$ cat config.mk
export PLATFORM = sky130hd
export DESIGN_NAME = core_wb_stage
export DESIGN_NICKNAME = d
export VERILOG_FILES = /design/src/rtl/core_pkg.sv /design/src/rtl/core_load_align.sv /design/src/rtl/core_wb_stage.sv
export SDC_FILE = /design/constraint.sdc
export NUM_CORES = 1
export LEC_CHECK = 0
export BUFFER_PORTS_ARGS = -buffer_cell sky130_fd_sc_hd__buf_2
export CORE_UTILIZATION = 49
export DETAILED_ROUTE_END_ITERATION = 7
export PLACE_DENSITY = 0.76
export SLEW_MARGIN = 20
export SYNTH_ARGS = -nofsm -noshare
export SYNTH_HDL_FRONTEND = slang
export SYNTH_SLANG_ARGS = --single-unit
export TNS_END_PERCENT = 1
$ cat constraint.sdc
create_clock -name clk -period 2 [get_ports clk]
set_clock_uncertainty 0.05 [all_clocks]
set_input_delay 0.1 -clock clk [delete_from_list [all_inputs] [get_ports clk]]
set_output_delay 0.1 -clock clk [all_outputs]
set_load 0.005 [all_outputs]
$ cat src/rtl/core_pkg.sv
// rtl/core_pkg.sv - shared load encodings, writeback FSM states and datapath width
package core_pkg;

    localparam int XLEN_DEF = 32;

    localparam logic [2:0] F3_LB  = 3'b000;
    localparam logic [2:0] F3_LH  = 3'b001;
    localparam logic [2:0] F3_LW  = 3'b010;
    localparam logic [2:0] F3_LBU = 3'b100;
    localparam logic [2:0] F3_LHU = 3'b101;

    typedef enum logic [0:0] {
        IDLE      = 1'b0,
        WAIT_RESP = 1'b1
    } wb_state_t;

endpackage

$ cat src/rtl/core_load_align.sv
// rtl/core_load_align.sv - combinational load byte/half/word extraction, extension and legality check
module core_load_align
    import core_pkg::*;
#(
    parameter int XLEN = XLEN_DEF
) (
    input  logic [2:0]      i_funct3,
    input  logic [1:0]      i_addr_lo,
    input  logic [XLEN-1:0] i_rdata,
    output logic [XLEN-1:0] o_data,
    output logic            o_err
);

    logic [7:0]  w_byte;
    logic [15:0] w_half;

    // Byte lane picked by both address bits, half lane by addr[1] only.
    assign w_byte = i_rdata[{i_addr_lo, 3'b000} +: 8];
    assign w_half = i_rdata[{i_addr_lo[1], 4'b0000} +: 16];

    // Decode size/sign; reserved encodings and misaligned halves/words raise the error flag.
    always_comb begin
        o_data = '0;
        o_err  = 1'b0;
        case (i_funct3)
            F3_LB:  o_data = {{(XLEN-8){w_byte[7]}}, w_byte};
            F3_LBU: o_data = {{(XLEN-8){1'b0}}, w_byte};
            F3_LH: begin
                o_data = {{(XLEN-16){w_half[15]}}, w_half};
                o_err  = i_addr_lo[0];
            end
            F3_LHU: begin
                o_data = {{(XLEN-16){1'b0}}, w_half};
                o_err  = i_addr_lo[0];
            end
            F3_LW: begin
                o_data = i_rdata;
                o_err  = (i_addr_lo != 2'b00);
            end
            default: o_err = 1'b1;
        endcase
    end

endmodule

$ cat src/rtl/core_wb_stage.sv
// rtl/core_wb_stage.sv - writeback stage with load wait/timeout; CORE_WB_INSTRET_EN adds instret_o
module core_wb_stage
    import core_pkg::*;
#(
    parameter int XLEN    = XLEN_DEF,
    parameter int TIMEOUT = 16
) (
    input  logic            clk,
    input  logic            rst_n,
    input  logic            wb_valid_i,
    output logic            wb_ready_o,
    input  logic [4:0]      wb_rd_i,
    input  logic            wb_we_i,
    input  logic            wb_load_i,
    input  logic [2:0]      wb_funct3_i,
    input  logic [1:0]      wb_addr_lo_i,
    input  logic [XLEN-1:0] wb_result_i,
    input  logic            dmem_ack_i,
    input  logic [XLEN-1:0] dmem_rdata_i,
    output logic            rf_we_o,
    output logic [4:0]      rf_rd_o,
    output logic [XLEN-1:0] rf_data_o,
    output logic            load_err_o
`ifdef CORE_WB_INSTRET_EN
    ,
    output logic [31:0]     instret_o
`endif
);

    localparam int CW = (TIMEOUT > 0) ? $clog2(TIMEOUT + 1) : 1;
    localparam logic [CW-1:0] TO_LAST = CW'((TIMEOUT > 0) ? (TIMEOUT - 1) : 0);

    wb_state_t       r_state;
    wb_state_t       w_state_nxt;
    logic            r_we;
    logic [4:0]      r_rd;
    logic [XLEN-1:0] r_data;
    logic            r_err;
    logic [CW-1:0]   r_cnt;
    logic [4:0]      r_ld_rd;
    logic            r_ld_we;
    logic [2:0]      r_ld_funct3;
    logic [1:0]      r_ld_addr;

    logic            w_idle;
    logic            w_accept;
    logic [2:0]      w_funct3;
    logic [1:0]      w_addr;
    logic [XLEN-1:0] w_ld_data;
    logic            w_ld_err;
    logic            w_alu_acc;
    logic            w_ld_ok;
    logic            w_ld_bad;
    logic            w_ack_done;
    logic            w_timeout;

    assign w_idle     = (r_state == IDLE);
    assign wb_ready_o = w_idle;
    assign w_accept   = wb_valid_i && w_idle;

    // One aligner serves the accept-time check in IDLE and the extraction while waiting.
    assign w_funct3 = w_idle ? wb_funct3_i  : r_ld_funct3;
    assign w_addr   = w_idle ? wb_addr_lo_i : r_ld_addr;

    core_load_align #(.XLEN(XLEN)) u_align (
        .i_funct3  (w_funct3),
        .i_addr_lo (w_addr),
        .i_rdata   (dmem_rdata_i),
        .o_data    (w_ld_data),
        .o_err     (w_ld_err)
    );

    assign w_alu_acc  = w_accept && !wb_load_i;
    assign w_ld_ok    = w_accept && wb_load_i && !w_ld_err;
    assign w_ld_bad   = w_accept && wb_load_i && w_ld_err;
    assign w_ack_done = !w_idle && dmem_ack_i;
    assign w_timeout  = (TIMEOUT > 0) && !w_idle && !dmem_ack_i && (r_cnt == TO_LAST);

    // FSM state register.
    always_ff @(posedge clk or negedge rst_n) begin
        if (!rst_n) r_state <= IDLE;
        else        r_state <= w_state_nxt;
    end

    // Next state: enter WAIT_RESP on a legal load, leave on ack (which beats timeout) or timeout.
    always_comb begin
        w_state_nxt = r_state;
        case (r_state)
            IDLE:      if (w_ld_ok) w_state_nxt = WAIT_RESP;
            WAIT_RESP: if (w_ack_done || w_timeout) w_state_nxt = IDLE;
            default:   w_state_nxt = IDLE;
        endcase
    end

    // Registered write port, error pulse, load context and wait counter.
    always_ff @(posedge clk or negedge rst_n) begin
        if (!rst_n) begin
            r_we        <= 1'b0;
            r_rd        <= '0;
            r_data      <= '0;
            r_err       <= 1'b0;
            r_cnt       <= '0;
            r_ld_rd     <= '0;
            r_ld_we     <= 1'b0;
            r_ld_funct3 <= '0;
            r_ld_addr   <= '0;
        end else begin
            r_we  <= 1'b0;
            r_err <= 1'b0;
            if (w_alu_acc && wb_we_i && (wb_rd_i != 5'd0)) begin
                r_we   <= 1'b1;
                r_rd   <= wb_rd_i;
                r_data <= wb_result_i;
            end
            if (w_ld_bad) r_err <= 1'b1;
            if (w_ld_ok) begin
                r_ld_rd     <= wb_rd_i;
                r_ld_we     <= wb_we_i;
                r_ld_funct3 <= wb_funct3_i;
                r_ld_addr   <= wb_addr_lo_i;
                r_cnt       <= '0;
            end
            if (w_ack_done) begin
                if (r_ld_we && (r_ld_rd != 5'd0)) begin
                    r_we   <= 1'b1;
                    r_rd   <= r_ld_rd;
                    r_data <= w_ld_data;
                end
            end else if (w_timeout) begin
                r_err <= 1'b1;
            end else if (!w_idle) begin
                r_cnt <= r_cnt + CW'(1);
            end
        end
    end

    assign rf_we_o    = r_we;
    assign rf_rd_o    = r_rd;
    assign rf_data_o  = r_data;
    assign load_err_o = r_err;

`ifdef CORE_WB_INSTRET_EN
    logic [31:0] r_instret;

    // Retired count: accepted non-loads plus loads finished by ack; wraps naturally.
    always_ff @(posedge clk or negedge rst_n) begin
        if (!rst_n)                       r_instret <= '0;
        else if (w_alu_acc || w_ack_done) r_instret <= r_instret + 32'd1;
    end

    assign instret_o = r_instret;
`endif

endmodule
==> metrics.md, run 1 <==
| Metric | Value |
|---|---|
| Critical path capture point type | `flip-flop` |
| Max-cap viol count | `0` |
| Relative slew slack | `around 60%` |
| Clock root cell | `clkbuf_8` |
| Diodes inserted | `0` |
| Clk buf depth | `2` |
| Peak Freq | `0.502 GHz` |
| Worst path max stage delay | `450 ps` |
| Die width | `82.6 um` |
| Reg area | `0.00140 mm2` |
| Global-route wire length before repair | `about 14 mm` |
| Setup WS post-layout | `~9 ps` |
| Max FO, Critical Path | `16` |
| Detail Placement HPWL | `~6.7 mm` |
| Num ports | `120` |
| Internal reg-to-reg setup slack | `~9 ps` |
| Core Region | `0.00610 mm2` |
| Clock latency at the later pin of the worst-skew pair | `310 ps` |
| Final setup fails | `0` |
| Initial antenna violation count | `0` |
| Sequential-to-total area share from yosys stat | `44.0%` |
| Final hold violation count | `0` |
| Leakage | `approximately 2.0 nW` |
| WHS | `11.8 ps` |
| Row cnt | `28` |
| Hold Path Class | `in -> reg` |
| M3 GR Usage | `3.63%` |
| Vias post-DR | `~3200` |
| CTS HTree Levels | `2` |
| Vias in the first global route | `2810` |
| Pwr Density | `about 1100 mW/mm2` |
| Post-synthesis register bit count | `56` |
| RR Endpoint | `rf_data_o[16]` |
| DRT Pass-1 Iters | `6` |
| WP data arrival | `approximately 2200 ps` |
| Critical path's slowest cell | `dfrtp_2` |
| Synth Net Count | `387` |
| Req. time, crit path | `around 2200 ps` |
| Placed cell count | `496` |
| DRT iter0 DRCs | `slightly above 300` |
| GRT Max-Usage Layer | `met2` |
| Gate Count Post-Synth | `just over 300` |
| FF-to-FF Start | `r_state` |
| Ys flop type | `dfrtp_1` |
| Most common cell after layout, fill and taps aside | `buf_2` |
| Initial Util | `a little over half` |
| Wire length per cell | `roughly 18 um` |
| Worst Tran Pin Value | `around 600 ps` |
| Grt met2 use | `a little over two fifths` |
| Total clock sinks | `56` |
| Filler cells | `457` |
| Hold Path Origin | `wb_addr_lo_i[0]` |
| GRT Total Usage | `about a quarter` |
| Status | `completed` |
| Die height | `roughly 83 um` |
| Post-synthesis async set-or-reset flop share | `between 90% and 100%` |
| # DRC | `0` |
| Pin count of the biggest net entering global routing | `49` |
| Via density | `~6` |
| Worst-path clk slew | `100 ps` |
| Crit path from | `r_state` |
| Yosys Warn Count | `0` |
| Final nets | `524` |
| Critical path class | `reg -> reg` |
| CTS tree | `yes` |
| Hold path cells | `2` |
| Period utilization | `about 100%` |
| GRT Residual Overflow | `0` |
| Met1 Use GR | `roughly 36%` |
| Layout Cells excl Fill | `just over 500` |
| RSZ-0062 raised after global routing | `true` |
| Total power draw | `between 4 and 5 mW` |
| Total Wirelength | `~9.3 mm` |
| Distinct cells, synth | `46` |
| Cells along the critical path | `buf_12 -> mux2_4 -> mux2i_2 -> nor2_1 -> nand2_1 -> buf_4 -> a32oi_1` |
| Post-DRT Antenna Nets | `0` |
| Die area | `roughly 0.0068 mm2` |
| Commonest non-fill, non-tap cells in the layout | `119 x buf_2, 55 x dfrtp_1, 40 x mux2i_1` |
| Mapped Area | `~0.0032 mm2` |
| Slew Viols, Final | `0` |
| Synth-to-layout area growth | `33.8%` |
| Startpoint types | `flip-flop` |
| Ratio of cells with drive above 1 in the final layout | `roughly two fifths` |
| Peak supply drop | `~0.59 mV` |
| Total clock buffers created by CTS | `5` |
| GP Congestion | `about 0.9` |
| Port Buf Inserts | `119` |
| Pre-CTS setup slack | `-161 ps` |
| Syn_area_per_cell | `about 10 um2` |
| Min Tclk post-route | `around 2000 ps` |
| Multi-input logic area | `0.00169 mm2` |
| R2R depth | `7` |
| Post-synth EDFFs | `0` |
| Hold path endpoint | `r_ld_addr[0]` |
[power breakdown]
part           switching [mW]  leakage (nW)  internal [mW]  total, mW
registers               0.340         0.677           1.65       1.99
logic                   0.937          1.25          0.977       1.91
clock network           0.374        0.0614          0.410      0.784
[what timing repair did]
item / in CTS / in global routing
pin swaps: 1 / 7
setup buffers: 4 / 4
hold buffers: 6 / 0
hold endpoints to repair: 31 / 0
setup endpoints to repair: 34 / 44
gates resized for setup: 3 / 10
[critical path: cells and delay by family, from the launching register on]
family                 cells  cell delay, ps
flip-flops                 1             450
multiplexers               2             570
AO/OA/AOI/OAI              1             250
AND/OR/NAND/NOR            2             220
buffers and inverters      2             360
[flip-flops by register name, indices dropped and copies added, names as in the netlist]
signal and count:
load_err_o 1, r_cnt 5, r_ld_addr 2, r_ld_funct3 3
r_ld_rd 5, r_ld_we 1, r_state 1, rf_data_o 32
rf_rd_o 5, rf_we_o 1
[layout make-up]
class | count | share of cell area, %
multi-input cells | 218 | 39.7
flip-flops and latches | 56 | 32.9
inverters | 10 | 0.882
clock inverters | 2 | 0.911
well taps | 75 | 2.20
repair buffers | 151 | 21.5
clock buffers | 6 | 1.94
[kinds of logic (layout without fill, tap and decap cells)]
kind of cell | Yosys count | after routing | share of synthesized area (%)
adder cells (fa/ha/maj) | 2 | 2 | 0.786
buffers and inverters | 31 | 169 | 5.27
AND/OR/NAND/NOR | 59 | 59 | 9.71
XOR/XNOR | 2 | 2 | 0.550
multiplexers | 54 | 54 | 17.5
flip-flops | 56 | 56 | 44.0
AO/OA/AOI/OAI | 101 | 101 | 22.2
[synthesized netlist by cell type, types with 6 or more instances]
master | instances | area (um2)
a221oi_1 | 7 | 61.3
a32oi_1 | 17 | 149
buf_2 | 8 | 40.0
nor2_1 | 8 | 30.0
inv_1 | 9 | 33.8
a22oi_1 | 7 | 52.6
o22ai_1 | 13 | 81.3
dfrtp_1 | 56 | 1400
mux2_2 | 12 | 135
a21oi_1 | 30 | 150
mux2i_1 | 41 | 410
a211oi_1 | 6 | 45.0
nand2_1 | 24 | 90.1
[worst max path at each step]
stage,end,slack (ps),cells past startpoint
2_1_floorplan,rf_data_o[10],150,6
3_3_place_gp,r_ld_funct3[2],-80,6
3_5_place_dp,r_ld_rd[0],-160,6
4_1_cts,rf_data_o[6],-6,4
5_1_grt,rf_data_o[6],-50,7
6_report,rf_data_o[16],9,7
[through the flow]
stage	util (%)	TNS [ps]	cell area [um2]
floorplan	-	0	3180
detailed placement	64.8	-1710	3950
global placement	64.8	-895	3950
finish	69.8	0	4260
global route	69.8	-527	4260
CTS	68.6	-5.57	4180
[metal layers]
metal	routed length (um)	part of all wire (%)
met4	125	1.3
met3	687	7.4
met1	3850	41
met2	4620	50
met5	0	0
Power figures use the tool's default switching activity.
==> run 2: changes to the inputs <==
Settings changed: SETUP_SLACK_MARGIN from default to 0.3.
==> metrics.md, run 2 (synthesis gave the netlist of run 1 again) <==
| Metric | Value |
|---|---|
| Most common cell after layout, fill and taps aside | `buf_2` |
| Pint | `roughly 3.0 mW` |
| GRT Total Usage | `around 27%` |
| Leakage | `between 2 and 2.5 nW` |
| Switching Share | `a little over a third` |
| Num ports | `120` |
| Max-cap viol count | `0` |
| Final hold violation count | `0` |
| Vias in the first global route | `2774` |
| Status | `completed` |
| Net Sw Power | `between 1.5 and 2 mW` |
| Initial Util | `between 50% and 60%` |
| GP Congestion | `a little over 0.9` |
| Min Tclk post-route | `roughly 2000 ps` |
| Final setup fails | `0` |
| Vias post-DR | `3075` |
| Ratio of cells with drive above 1 in the final layout | `roughly 46%` |
| Detail Placement HPWL | `between 6 and 7 mm` |
| Clock root cell | `clkbuf_8` |
| Internal reg-to-reg setup slack | `40 ps` |
| Peak supply drop | `between 0.6 and 0.7 mV` |
| Synth-to-layout area growth | `36.6%` |
| Relative slew slack | `between 50 and 60%` |
| Die height | `82.6 um` |
| Post-DRT Antenna Nets | `0` |
| Period utilization | `between 90% and 100%` |
| Peak Freq | `between 0.5 and 0.6 GHz` |
| Die width | `between 80 and 90 um` |
| # DRC | `0` |
| DRT iter0 DRCs | `roughly 230` |
| Port Buf Inserts | `119` |
| Placed cell count | `496` |
| WHS | `between 2 and 3 ps` |
| Sequential power share | `43.0%` |
| Clock power frac | `15.7%` |
| Max FO, Critical Path | `7` |
| WP data arrival | `between 2000 and 2500 ps` |
| Core Region | `0.00610 mm2` |
| Total clock sinks | `56` |
| Worst Tran Pin Value | `714 ps` |
| Pin count of the biggest net entering global routing | `57` |
| Wire length per cell | `about 18 um` |
| Critical path capture point type | `flip-flop` |
| Pwr Density | `1090 mW/mm2` |
| Clock latency at the later pin of the worst-skew pair | `approximately 310 ps` |
| Clk buf depth | `2` |
| Slew Viols, Final | `0` |
| Row cnt | `28` |
| RSZ-0062 raised after global routing | `true` |
| Final nets | `520` |
| Pre-CTS setup slack | `between 20 and 25 ps` |
| Max reg flops | `32` |
| Hold Path Class | `in -> reg` |
| Initial antenna violation count | `0` |
| Layout Cells excl Fill | `slightly above 500` |
| Setup WS post-layout | `~38 ps` |
| CTS tree | `yes` |
| Commonest non-fill, non-tap cells in the layout | `119 x buf_2, 55 x dfrtp_1, 35 x mux2i_1` |
| Diodes inserted | `0` |
| Startpoint types | `flip-flop` |
| Req. time, crit path | `~2100 ps` |
| Global-route wire length before repair | `13.7 mm` |
| Critical path class | `reg -> reg` |
| CTS HTree Levels | `2` |
| Total clock buffers created by CTS | `5` |
| Gate power share | `41.3%` |
| Via density | `5.98` |
| Worst-path clk slew | `about 100 ps` |
| Die area | `0.00682 mm2` |
| GRT Residual Overflow | `0` |
| Post-layout util | `a little over 70%` |
| DRT Pass-1 Iters | `4` |
| Total Wirelength | `around 9.4 mm` |
==> run 2: cell count changes in the layout (fill, tap and decap cells not counted), sizes merged <==
cell / before / now
buf: 145 / 143
dlygate4sd3: 6 / 4
==> run 2: repair_timing <==
item                                    in CTS  in global routing
gates resized for setup                     15                 28
gates cloned                                 1                  0
hold buffers                                 4                  0
endpoints found under the hold margin       58                  0
pin swaps                                    4                 34
buffers inserted                             5                  0
endpoints found under the setup margin      55                 55
==> run 2: worst paths after layout <==
path                                 start      endpoint  cells past startpoint
worst min-delay path            wb_rd_i[1]    r_ld_rd[1]                      2
worst max-delay path            r_ld_rd[4]  rf_data_o[4]                      4
worst max register to register  r_ld_rd[4]  rf_data_o[4]                      4
max in group asynchronous            rst_n       r_state                      3
min in group asynchronous            rst_n    rf_rd_o[2]                      3
worst min register to register  rf_rd_o[4]    rf_rd_o[4]                      2
==> run 2: per-layer routing <==
layer  part of all wire [%]  global-route usage (%)
met5                      0                       0
met4                   0.93                    7.24
met3                    7.2                    5.05
met2                     48                    42.2
met1                     44                    38.2
==> run 2: area by class of cell <==
| type | instances | area, um2 |
|---|---|---|
| Clock inverter | 2 | 35.0 |
| Multi-Input combinational cell | 218 | 1820 |
| Clock buffer | 6 | 72.6 |
| Sequential cell | 56 | 1400 |
| Timing Repair Buffer | 147 | 887 |
| Inverter | 10 | 40.0 |
| Tap cell | 75 | 93.8 |
| Fill cell | 472 | 1750 |
==> run 2: metrics by stage <==
step / setup TNS, ps / instance area [um2] / power [mW]
finish: 0 / 4350 / 4.74
global route: -89.3 / 4350 / 5.06
CTS: 0 / 4240 / 4.63
detailed placement: 0 / 3950 / 3.81
global placement: 0 / 3950 / 3.76
floorplan: 0 / 3220 / 3.01
==> run 2: power groups by stage <==
stage / Clock, mW / Sequential (mW) / Combinational, mW
after floorplan: 0 / 2.00 / 1.00
after global placement: 0 / 2.01 / 1.75
after detailed placement: 0 / 2.01 / 1.80
after CTS: 0.749 / 2.01 / 1.87
after global routing: 0.795 / 2.10 / 2.17
final: 0.744 / 2.04 / 1.96
==> run 2: worst max-delay path, cell delays in order, from the launching register on <==
cell and delay (ps):
dfrtp_1 410, or4_4 580, o21ba_4 270, o211ai_1 310
o22ai_1 190
==> run 3: changes to the inputs <==
Settings changed: PLACE_DENSITY 0.76 to 0.8, TNS_END_PERCENT 1 to 30.
==> metrics.md, run 3 (synthesis gave the netlist of run 1 again) <==
| Metric | Value |
|---|---|
| Peak Freq | `just over 0.5 GHz` |
| GRT Residual Overflow | `0` |
| DRT iter0 DRCs | `439` |
| Pin count of the biggest net entering global routing | `approximately 50` |
| R2R depth | `5` |
| Detail Placement HPWL | `between 6 and 7 mm` |
| Port Buf Inserts | `119` |
| Ratio of cells with drive above 1 in the final layout | `between 40% and 50%` |
| Final hold violation count | `0` |
| Worst-path clk slew | `roughly 110 ps` |
| Status | `completed` |
| DRT Pass-1 Iters | `6` |
| Global-route wire length before repair | `14.3 mm` |
| Leakage | `2.09 nW` |
| Period utilization | `98.6%` |
| Wire length per cell | `roughly 21 um` |
| Commonest non-fill, non-tap cells in the layout | `119 x buf_2, 54 x dfrtp_1, 34 x mux2i_1` |
| CTS tree | `yes` |
| Max-cap viol count | `0` |
| Clock latency at the later pin of the worst-skew pair | `310 ps` |
| Relative slew slack | `55.0%` |
| Post-DRT Antenna Nets | `0` |
| Via density | `between 6 and 7` |
| Min Tclk post-route | `approximately 2000 ps` |
| Startpoint types | `flip-flop` |
| Final nets | `around 530` |
| Critical path class | `reg -> reg` |
| Max reg flops | `32` |
| Clock root cell | `clkbuf_8` |
| Vias in the first global route | `about 2900` |
| TNS Setup | `0 ps` |
| Core Region | `0.00610 mm2` |
| Die height | `~83 um` |
| Slew Viols, Final | `0` |
| Post-layout util | `between 70% and 80%` |
| Cells along the critical path | `buf_6 -> and2b_2 -> a311o_2 -> a221oi_2 -> a22oi_1` |
| Num ports | `120` |
| Total clock sinks | `56` |
| Worst Tran Pin Value | `between 600 and 700 ps` |
| Diodes inserted | `0` |
| Die width | `roughly 83 um` |
| Hold Path Class | `in -> reg` |
| Max FO, Critical Path | `7` |
| Die area | `0.00682 mm2` |
| Vias post-DR | `about 3300` |
| WP data arrival | `between 2000 and 2500 ps` |
| Final setup fails | `0` |
| GP Congestion | `0.954` |
| Initial Util | `between 50% and 60%` |
| Total clock buffers created by CTS | `5` |
| Critical path's slowest cell | `a311o_2` |
| Initial antenna violation count | `0` |
| GRT Total Usage | `between 20 and 30%` |
| Row cnt | `28` |
| Total Wirelength | `~11 mm` |
| Synth-to-layout area growth | `43.1%` |
| CTS HTree Levels | `2` |
| Worst path max stage delay | `about 500 ps` |
| Clk buf depth | `2` |
| # DRC | `0` |
| RSZ-0062 raised after global routing | `true` |
| Req. time, crit path | `about 2200 ps` |
| Most common cell after layout, fill and taps aside | `buf_2` |
| Filler cells | `389` |
| Hold path cells | `2` |
| Pwr Density | `~1100 mW/mm2` |
| Critical path capture point type | `flip-flop` |
| Peak supply drop | `between 0.7 and 0.8 mV` |
[run 3: changes by cell type in the layout (fill, tap and decap cells not counted), moves of 2 or more]
cell and delta:
buf_4 +5, a21oi_2 -4, buf_12 +5, a32oi_2 +3
a32oi_1 -3, clkinvlp_4 +2, a21oi_1 +3
[run 3: through the flow]
stage	area [um2]	setup WS [ps]	total power, mW	hold slack [ps]	instances
detailed placement	3990	-39.5	3.86	121	496
finish	4550	29.0	4.87	3.80	526
CTS	4340	78.1	4.62	1.78	518
floorplan	3230	182	3.01	-246	305
global route	4550	-33.7	5.16	4.92	526
global placement	3990	23.4	3.78	114	496
[run 3: layout make-up]
type	count	area [um2]	area share (%)
timing repair buffer	159	1080	23.7
sequential	56	1400	30.8
clock buffer	6	82.6	1.81
clock inverter	2	15.0	0.330
inverter	10	40.0	0.879
tap	75	93.8	2.06
multi-input combinational	218	1840	40.4
[run 3: critical path: cells and delay by family, from the launching register on]
kind / cells / cell delay (ps)
and+or+nand+nor: 1 / 220
DFF: 1 / 480
AOI/OAI and AO/OA: 3 / 960
buffers and inverters: 1 / 150
[run 3: final timing paths]
check / startpoint / end / slack [ps]
setup / recovery: r_state / rf_data_o[13] / 30
hold / removal: wb_rd_i[1] / r_ld_rd[1] / 4
setup reg to reg: r_state / rf_data_o[13] / 30
hold reg to reg: rf_rd_o[4] / rf_rd_o[4] / 460
max in group asynchronous: rst_n / r_ld_funct3[0] / 990
min in group asynchronous: rst_n / rf_rd_o[2] / 300
[run 3: routing by layer]
| metal | share of wire [%] | track usage, % | vias up |
|---|---|---|---|
| li1 | - | - | 1455 |
| met1 | 38 | 37.8 | 1591 |
| met2 | 48 | 45.3 | 224 |
| met3 | 9.2 | 5.71 | 66 |
| met4 | 4.8 | 11.7 | 0 |
| met5 | 0 | 0 | - |
[run 3: timing repair]
| action | 4_1_cts | 5_1_grt |
|---|---|---|
| hold buffers | 3 | 0 |
| pin swaps | 4 | 8 |
| endpoints found under the setup margin | 55 | 55 |
| setup buffers | 9 | 6 |
| endpoints found under the hold margin | 30 | 0 |
| resized for setup | 20 | 29 |
| gates cloned | 2 | 2 |
[run 3: power breakdown]
group | leakage [nW] | internal [mW] | switching [mW]
combinational | 1.37 | 1.10 | 1.05
clock | 0.0434 | 0.281 | 0.383
sequential | 0.676 | 1.66 | 0.407
total | 2.09 | 3.04 | 1.84
